$ cat src/rtl/comma_align_pkg.sv
// Shared K28.5 patterns, alignment FSM state type and comma match helper.
// Combinational helper only; no latency, no flow control.
package comma_align_pkg;

    localparam int OFF_W = 4;
    localparam int SYM_C = 10;

    localparam logic [SYM_C-1:0] K28P_C = 10'b0011111010;
    localparam logic [SYM_C-1:0] K28N_C = 10'b1100000101;

    typedef enum logic [1:0] {
        UNLOCKED = 2'd0,
        CHECK    = 2'd1,
        LOCKED   = 2'd2
    } align_state_t;

    function automatic logic is_comma(input logic [SYM_C-1:0] sym);
        return (sym == K28P_C) || (sym == K28N_C);
    endfunction

endpackage

$ cat src/rtl/comma_search.sv
// Scans all ten bit offsets of the 20-bit window for K28.5 of either disparity.
// Purely combinational; lowest hitting offset wins; no flow control.
module comma_search
    import comma_align_pkg::*;
(
    input  logic [2*SYM_C-1:0] window_i,
    input  logic [OFF_W-1:0]   align_offset_i,
    output logic               hit_any_o,
    output logic [OFF_W-1:0]   hit_off_o,
    output logic               hit_at_lock_o
);

    always_comb begin
        hit_any_o     = 1'b0;
        hit_off_o     = '0;
        hit_at_lock_o = 1'b0;
        // Descending scan so the lowest hitting offset is the one left standing.
        for (int k = SYM_C - 1; k >= 0; k--) begin
            if (is_comma(window_i[k +: SYM_C])) begin
                hit_any_o = 1'b1;
                hit_off_o = OFF_W'(k);
                if (align_offset_i == OFF_W'(k)) begin
                    hit_at_lock_o = 1'b1;
                end
            end
        end
    end

endmodule

$ cat src/rtl/comma_align_lock.sv
// K28.5 symbol aligner with lock hysteresis; COMMA_ALIGN_STATS_EN adds loss/realign counters.
// Latency 1 cycle data_in to data_out; in_valid low freezes all state and drops RxValid/Comma_pulse.
module comma_align_lock
    import comma_align_pkg::*;
#(
    parameter int SYM_W      = 10,
    parameter int LOCK_CNT   = 3,
    parameter int UNLOCK_CNT = 4,
    parameter int CNT_W      = 4
) (
    input  logic             clk,
    input  logic             rst_n,
    input  logic [SYM_W-1:0] data_in,
    input  logic             in_valid,
    input  logic             detect_comma,
    output logic [SYM_W-1:0] data_out,
    output logic             RxValid,
    output logic             Comma_pulse,
    output logic [OFF_W-1:0] align_offset,
    output logic             locked
`ifdef COMMA_ALIGN_STATS_EN
    ,
    output logic [15:0]      lock_loss_cnt,
    output logic [15:0]      realign_cnt
`endif
);

    logic [SYM_W-1:0]   prev_q;
    logic [SYM_W-1:0]   dout_q, dout_d;
    logic               rxv_q, rxv_d;
    logic               pulse_q, pulse_d;
    logic [OFF_W-1:0]   off_q, off_d;
    align_state_t       state_q, state_d;
    logic [CNT_W-1:0]   lock_cnt_q, lock_cnt_d, lock_inc;
    logic [CNT_W-1:0]   err_cnt_q, err_cnt_d, err_inc;

    logic [2*SYM_W-1:0] window;
    logic               hit_any, hit_at_lock;
    logic [OFF_W-1:0]   hit_off;

    assign window = {data_in, prev_q};

    comma_search u_search (
        .window_i       (window),
        .align_offset_i (off_q),
        .hit_any_o      (hit_any),
        .hit_off_o      (hit_off),
        .hit_at_lock_o  (hit_at_lock)
    );

    assign lock_inc = (lock_cnt_q == {CNT_W{1'b1}}) ? lock_cnt_q : lock_cnt_q + 1'b1;
    assign err_inc  = (err_cnt_q  == {CNT_W{1'b1}}) ? err_cnt_q  : err_cnt_q  + 1'b1;

    always_comb begin
        state_d    = state_q;
        off_d      = off_q;
        lock_cnt_d = lock_cnt_q;
        err_cnt_d  = err_cnt_q;
        pulse_d    = 1'b0;
        if (in_valid && detect_comma) begin
            case (state_q)
                UNLOCKED: begin
                    if (hit_any) begin
                        off_d      = hit_off;
                        lock_cnt_d = CNT_W'(1);
                        if (LOCK_CNT <= 1) begin
                            state_d   = LOCKED;
                            err_cnt_d = '0;
                        end else begin
                            state_d = CHECK;
                        end
                    end
                end
                CHECK: begin
                    // An aligned hit outranks a simultaneous hit elsewhere.
                    if (hit_at_lock) begin
                        lock_cnt_d = lock_inc;
                        if (lock_inc >= CNT_W'(LOCK_CNT)) begin
                            state_d   = LOCKED;
                            err_cnt_d = '0;
                        end
                    end else if (hit_any) begin
                        off_d      = hit_off;
                        lock_cnt_d = CNT_W'(1);
                    end
                end
                LOCKED: begin
                    if (hit_at_lock) begin
                        err_cnt_d = '0;
                        pulse_d   = 1'b1;
                    end else if (hit_any) begin
                        err_cnt_d = err_inc;
                        if (err_inc >= CNT_W'(UNLOCK_CNT)) begin
                            state_d    = UNLOCKED;
                            lock_cnt_d = '0;
                        end
                    end
                end
                default: state_d = UNLOCKED;
            endcase
        end
    end

    // off_d only differs from off_q when a new offset is accepted, so it is the effective offset.
    always_comb begin
        dout_d = window[SYM_W-1:0];
        for (int k = 0; k < SYM_W; k++) begin
            if (off_d == OFF_W'(k)) begin
                dout_d = window[k +: SYM_W];
            end
        end
    end

    assign rxv_d = in_valid && (state_d == LOCKED);

    always_ff @(posedge clk or negedge rst_n) begin
        if (!rst_n) begin
            prev_q     <= '0;
            dout_q     <= '0;
            rxv_q      <= 1'b0;
            pulse_q    <= 1'b0;
            off_q      <= '0;
            state_q    <= UNLOCKED;
            lock_cnt_q <= '0;
            err_cnt_q  <= '0;
        end else begin
            rxv_q   <= rxv_d;
            pulse_q <= pulse_d;
            if (in_valid) begin
                prev_q     <= data_in;
                dout_q     <= dout_d;
                off_q      <= off_d;
                state_q    <= state_d;
                lock_cnt_q <= lock_cnt_d;
                err_cnt_q  <= err_cnt_d;
            end
        end
    end

    assign data_out     = dout_q;
    assign RxValid      = rxv_q;
    assign Comma_pulse  = pulse_q;
    assign align_offset = off_q;
    assign locked       = (state_q == LOCKED);

`ifdef COMMA_ALIGN_STATS_EN
    logic [15:0] loss_q, realign_q;
    logic        loss_ev, realign_ev;

    assign loss_ev    = (state_q == LOCKED) && (state_d == UNLOCKED);
    assign realign_ev = in_valid && detect_comma && (state_q == CHECK) && hit_any && !hit_at_lock;

    always_ff @(posedge clk or negedge rst_n) begin
        if (!rst_n) begin
            loss_q    <= '0;
            realign_q <= '0;
        end else begin
            if (loss_ev && (loss_q != 16'hFFFF)) begin
                loss_q <= loss_q + 16'd1;
            end
            if (realign_ev && (realign_q != 16'hFFFF)) begin
                realign_q <= realign_q + 16'd1;
            end
        end
    end

    assign lock_loss_cnt = loss_q;
    assign realign_cnt   = realign_q;
`endif

endmodule

$ cat config.mk
export PLATFORM = sky130hd
export DESIGN_NAME = comma_align_lock
export DESIGN_NICKNAME = d
export VERILOG_FILES = /design/src/rtl/comma_align_pkg.sv /design/src/rtl/comma_search.sv /design/src/rtl/comma_align_lock.sv
export SDC_FILE = /design/constraint.sdc
export NUM_CORES = 1
export LEC_CHECK = 0
export CORE_MARGIN = 5
export CORE_UTILIZATION = 64
export CTS_CLUSTER_DIAMETER = 150
export DETAILED_ROUTE_END_ITERATION = 6
export GPL_TIMING_DRIVEN = 0
export PLACE_DENSITY_LB_ADDON = 0.3
export SLEW_MARGIN = 25
export SYNTH_ARGS = -nofsm -noshare
export SYNTH_HDL_FRONTEND = slang
export SYNTH_SLANG_ARGS = --single-unit
$ cat constraint.sdc
create_clock -name clk -period 10.8 [get_ports clk]
set_input_delay 1.08 -clock clk [delete_from_list [all_inputs] [get_ports clk]]
set_output_delay 1.08 -clock clk [all_outputs]
set_load 0.01 [all_outputs]
==> results_dict.tcl <==
set metrics [dict create \
    status "finished with violations" \
    violations "DRC" \
    tritoncts "yes" \
    cp_data_required_time_ns 11.03 \
    multi_input_area_sq_mm 0.002455 \
    gpl.final_weighted_congestion 1.033 \
    grt-ovfl-total 0 \
    critPathLaunchType "input port" \
    min_path_type "reg -> reg" \
    vias_per_cell 7.218 \
    grt_usage 0.3389 \
    rsz0062_at_grt "false" \
    syn2layout_area_growth_pct 14.11 \
    p_comb_frac 0.266 \
    synth_cells 475 \
    grt_pass1_wl_mm 19.87 \
    hold_buffers 0 \
    grt_busiest_layer "met2" \
    p_switching_mw 0.1212 \
    slew_violations 0 \
    p_seq_frac 0.432 \
    dp_hpwl_mm 8.654 \
    ys_seq_elements 36 \
    clock_latency_ns 0.31 \
    p_int_mw 0.2365 \
    layout-drive-gt1-share 0.1342 \
    clockPowerShare 0.302 \
    route.antenna.remaining_nets 0 \
    critPathKind "in -> reg" \
    cts_buffers 5 \
    fin_worst_skew_ns 0.008981 \
    synth_area_leaders "dfrtp_1, nand2_1, o21ai_0, a21oi_1, nor2_1" \
    grt_max_degree 23 \
    drtPass1Iterations 7 \
    max_freq_ghz 0.1946 \
    fin_crit_sh 0.4757 \
    grt_pass1_vias 3972 \
    ys_warn_count 0 \
    hold_violations 0 \
    synthesis.area_sq_mm 0.003617 \
    wl_per_cell_um 20.64 \
    cts.htree.levels 2 \
    crit_fanout 10 \
    leakagePower_nw 1.626 \
    cts-root-buf "clkbuf_8" \
    endpoint "data_out[5]" \
    relSlewSlack 0.5018 \
    port_buffers 30 \
    synth.top_cell.area_share 0.2490 \
    r2r_slack_ns 6.56 \
    endpoint_kind "flip-flop" \
    yosysSeqAreaShare 0.2490 \
    crit_start "data_in[1]" \
    cts_buffer_depth 2 \
    r2r_start "prev_q[4]" \
    tns_ns 0 \
    synthFlopType "dfrtp_1" \
    num-fill-cells 458 \
    tightest_slew_ns 0.7446 \
    met2_usage 0.5212 \
    die_x_um 85.18 \
    ys_types 86 \
    clk_pin_slew_worst_paths_ns 0.09 \
    synth_edf_count 0 \
    antennaDiodeCount 0 \
    period_needed_ns 5.138 \
    syn-num-nets 495 \
    drc 2 \
    async_flop_share 1.000 \
    die-area_sq_mm 0.007256 \
    p_per_area_mw_per_mm2 86.66 \
    drt_wl_total_mm 12.10 \
    setup_viol 0 \
    pre_cts_slack_ns 5.655 \
    via_count 4230 \
    cts_resized 0 \
    grtUsageMet1 0.4371 \
    layout_setup_ws_ns 5.662 \
    maxCapViolations 0 \
    io-pin-count 31 \
    synth_top_cell_by_area "dfrtp_1" \
    die_h_um 85.18 \
    row_count 27 \
    drt_iter0_drc 743 \
    antenna_found_initial 0 \
    worstPathArrival_ns 5.37 \
    clock-sinks 36 \
    use_met3 0.08835 \
    syn_avg_cell_area_sq_um 7.615 \
    reg2reg_depth 14 \
    fp.coreArea_sq_mm 0.005507 \
    nets 533 \
    regArea_sq_um 900.9 \
    swShare 0.3389 \
    post_cts_buffers 0 \
    ir_drop_v 0.00007479 \
    timing.rr.end "data_out[5]" \
    start_util 0.6569 \
]
## synth_stat cells (5+ instances only)
library cell / n
nand2_1: 57
a21oi_1: 30
buf_2: 13
o221ai_1: 6
and3_1: 5
inv_2: 7
mux2i_1: 7
a31oi_1: 12
a22oi_1: 5
nand2b_1: 9
ha_1: 6
nor4_1: 10
nand4_1: 6
o22ai_1: 8
nor3_1: 11
o211ai_1: 6
nand3_1: 17
or2_2: 5
nor2_1: 36
a221oi_1: 9
inv_1: 8
dfrtp_1: 36
mux2_2: 5
clkbuf_1: 19
o21ai_0: 33
or3_1: 6
## worst max-delay path: stages
cell	delay [ns]
clkdlybuf4s50_1	0.61
buf_2	0.32
nor4b_1	0.13
and3_1	0.20
a41oi_1	0.22
nand2_1	0.14
or2_1	0.26
a22oi_2	0.37
inv_2	0.11
nor2_2	0.40
o31ai_1	0.27
and2_0	0.22
a2111oi_0	0.59
o211ai_1	0.23
a31oi_1	0.22
## area by class of cell
type,instances,share of cell area
Buffer,41,0.04971
Clock buffer,6,0.02001
Clock inverter,2,0.003637
Inverter,15,0.01364
Multi-Input combinational cell,383,0.5947
Sequential cell,36,0.2182
Tap cell,72,0.02182
Timing Repair Buffer,31,0.07821
## cells in the final DEF (no fill, tap or decap), types with 5 or more instances in the layout
cell type         n
nor2_1           36
nand2_1          57
nand4_1           6
mux2i_1           7
nor4_1           10
a22oi_1           5
a31oi_1          12
inv_2             7
ha_1              6
inv_1             8
o211ai_1          6
nand2b_1          9
clkbuf_1         19
clkdlybuf4s50_1  29
a221oi_1          9
nor3_1           11
and3_1            5
o22ai_1           8
o21ai_0          33
o221ai_1          6
clkbuf_8          6
or3_1             6
or2_2             5
dfrtp_1          36
a21oi_1          30
nand3_1          17
mux2_2            5
buf_2            14
## worst min-delay path by stage
stage                      start           end  slack (ns)  cells past startpoint
global route        err_cnt_q[1]  err_cnt_q[1]        0.56                      2
floorplan           err_cnt_q[1]  err_cnt_q[1]        0.49                      2
finish               data_out[7]   data_out[7]        0.51                      2
detailed placement   data_out[7]   data_out[7]        0.48                      2
global placement     data_out[8]   data_out[8]        0.49                      2
CTS                  data_out[7]   data_out[7]        0.51                      2
## kinds of logic (layout without fill, tap and decap cells)
| group | Yosys count | after routing | share of synthesized area |
|---|---|---|---|
| compound gates | 162 | 162 | 0.3179 |
| simple gates | 201 | 201 | 0.2947 |
| flops | 36 | 36 | 0.2490 |
| buf+inv | 56 | 95 | 0.07229 |
| mux | 14 | 14 | 0.04531 |
| fa+ha+maj | 6 | 6 | 0.02075 |
## layer usage
layer	wire length, um	up-vias
met5	0	-
met4	651	0
met3	1388	90
met2	5418	332
met1	4638	1928
li1	-	1880
## stage by stage
step / utilization / cells / area [sq um] / hold slack (ns) / total power [mW]
after global routing: 0.7496 / 586 / 4128 / 0.5634 / 0.3746
after CTS: 0.7496 / 586 / 4128 / 0.5116 / 0.3550
final: 0.7496 / 586 / 4128 / 0.5101 / 0.3577
after detailed placement: 0.7319 / 578 / 4030 / 0.4811 / 0.2481
after floorplan: - / 475 / 3617 / 0.4922 / 0.2094
after global placement: 0.7278 / 577 / 4008 / 0.4856 / 0.2450
## power by group through the flow
stage                     clock (mW)  sequential [mW]  combinational (mW)
final                          0.108            0.155              0.0951
after global routing           0.116            0.156               0.102
after CTS                      0.108            0.154              0.0922
after detailed placement           0            0.157              0.0912
after global placement             0            0.156              0.0887
after floorplan                    0            0.157              0.0521
## flip-flops by register name (all words and copies together) (netlist names)
signal        flops
data_out         10
RxValid           1
lock_cnt_q        4
Comma_pulse       1
state_q           2
prev_q           10
align_offset      4
err_cnt_q         4
Note: power is estimated with default switching activity, not from simulation.
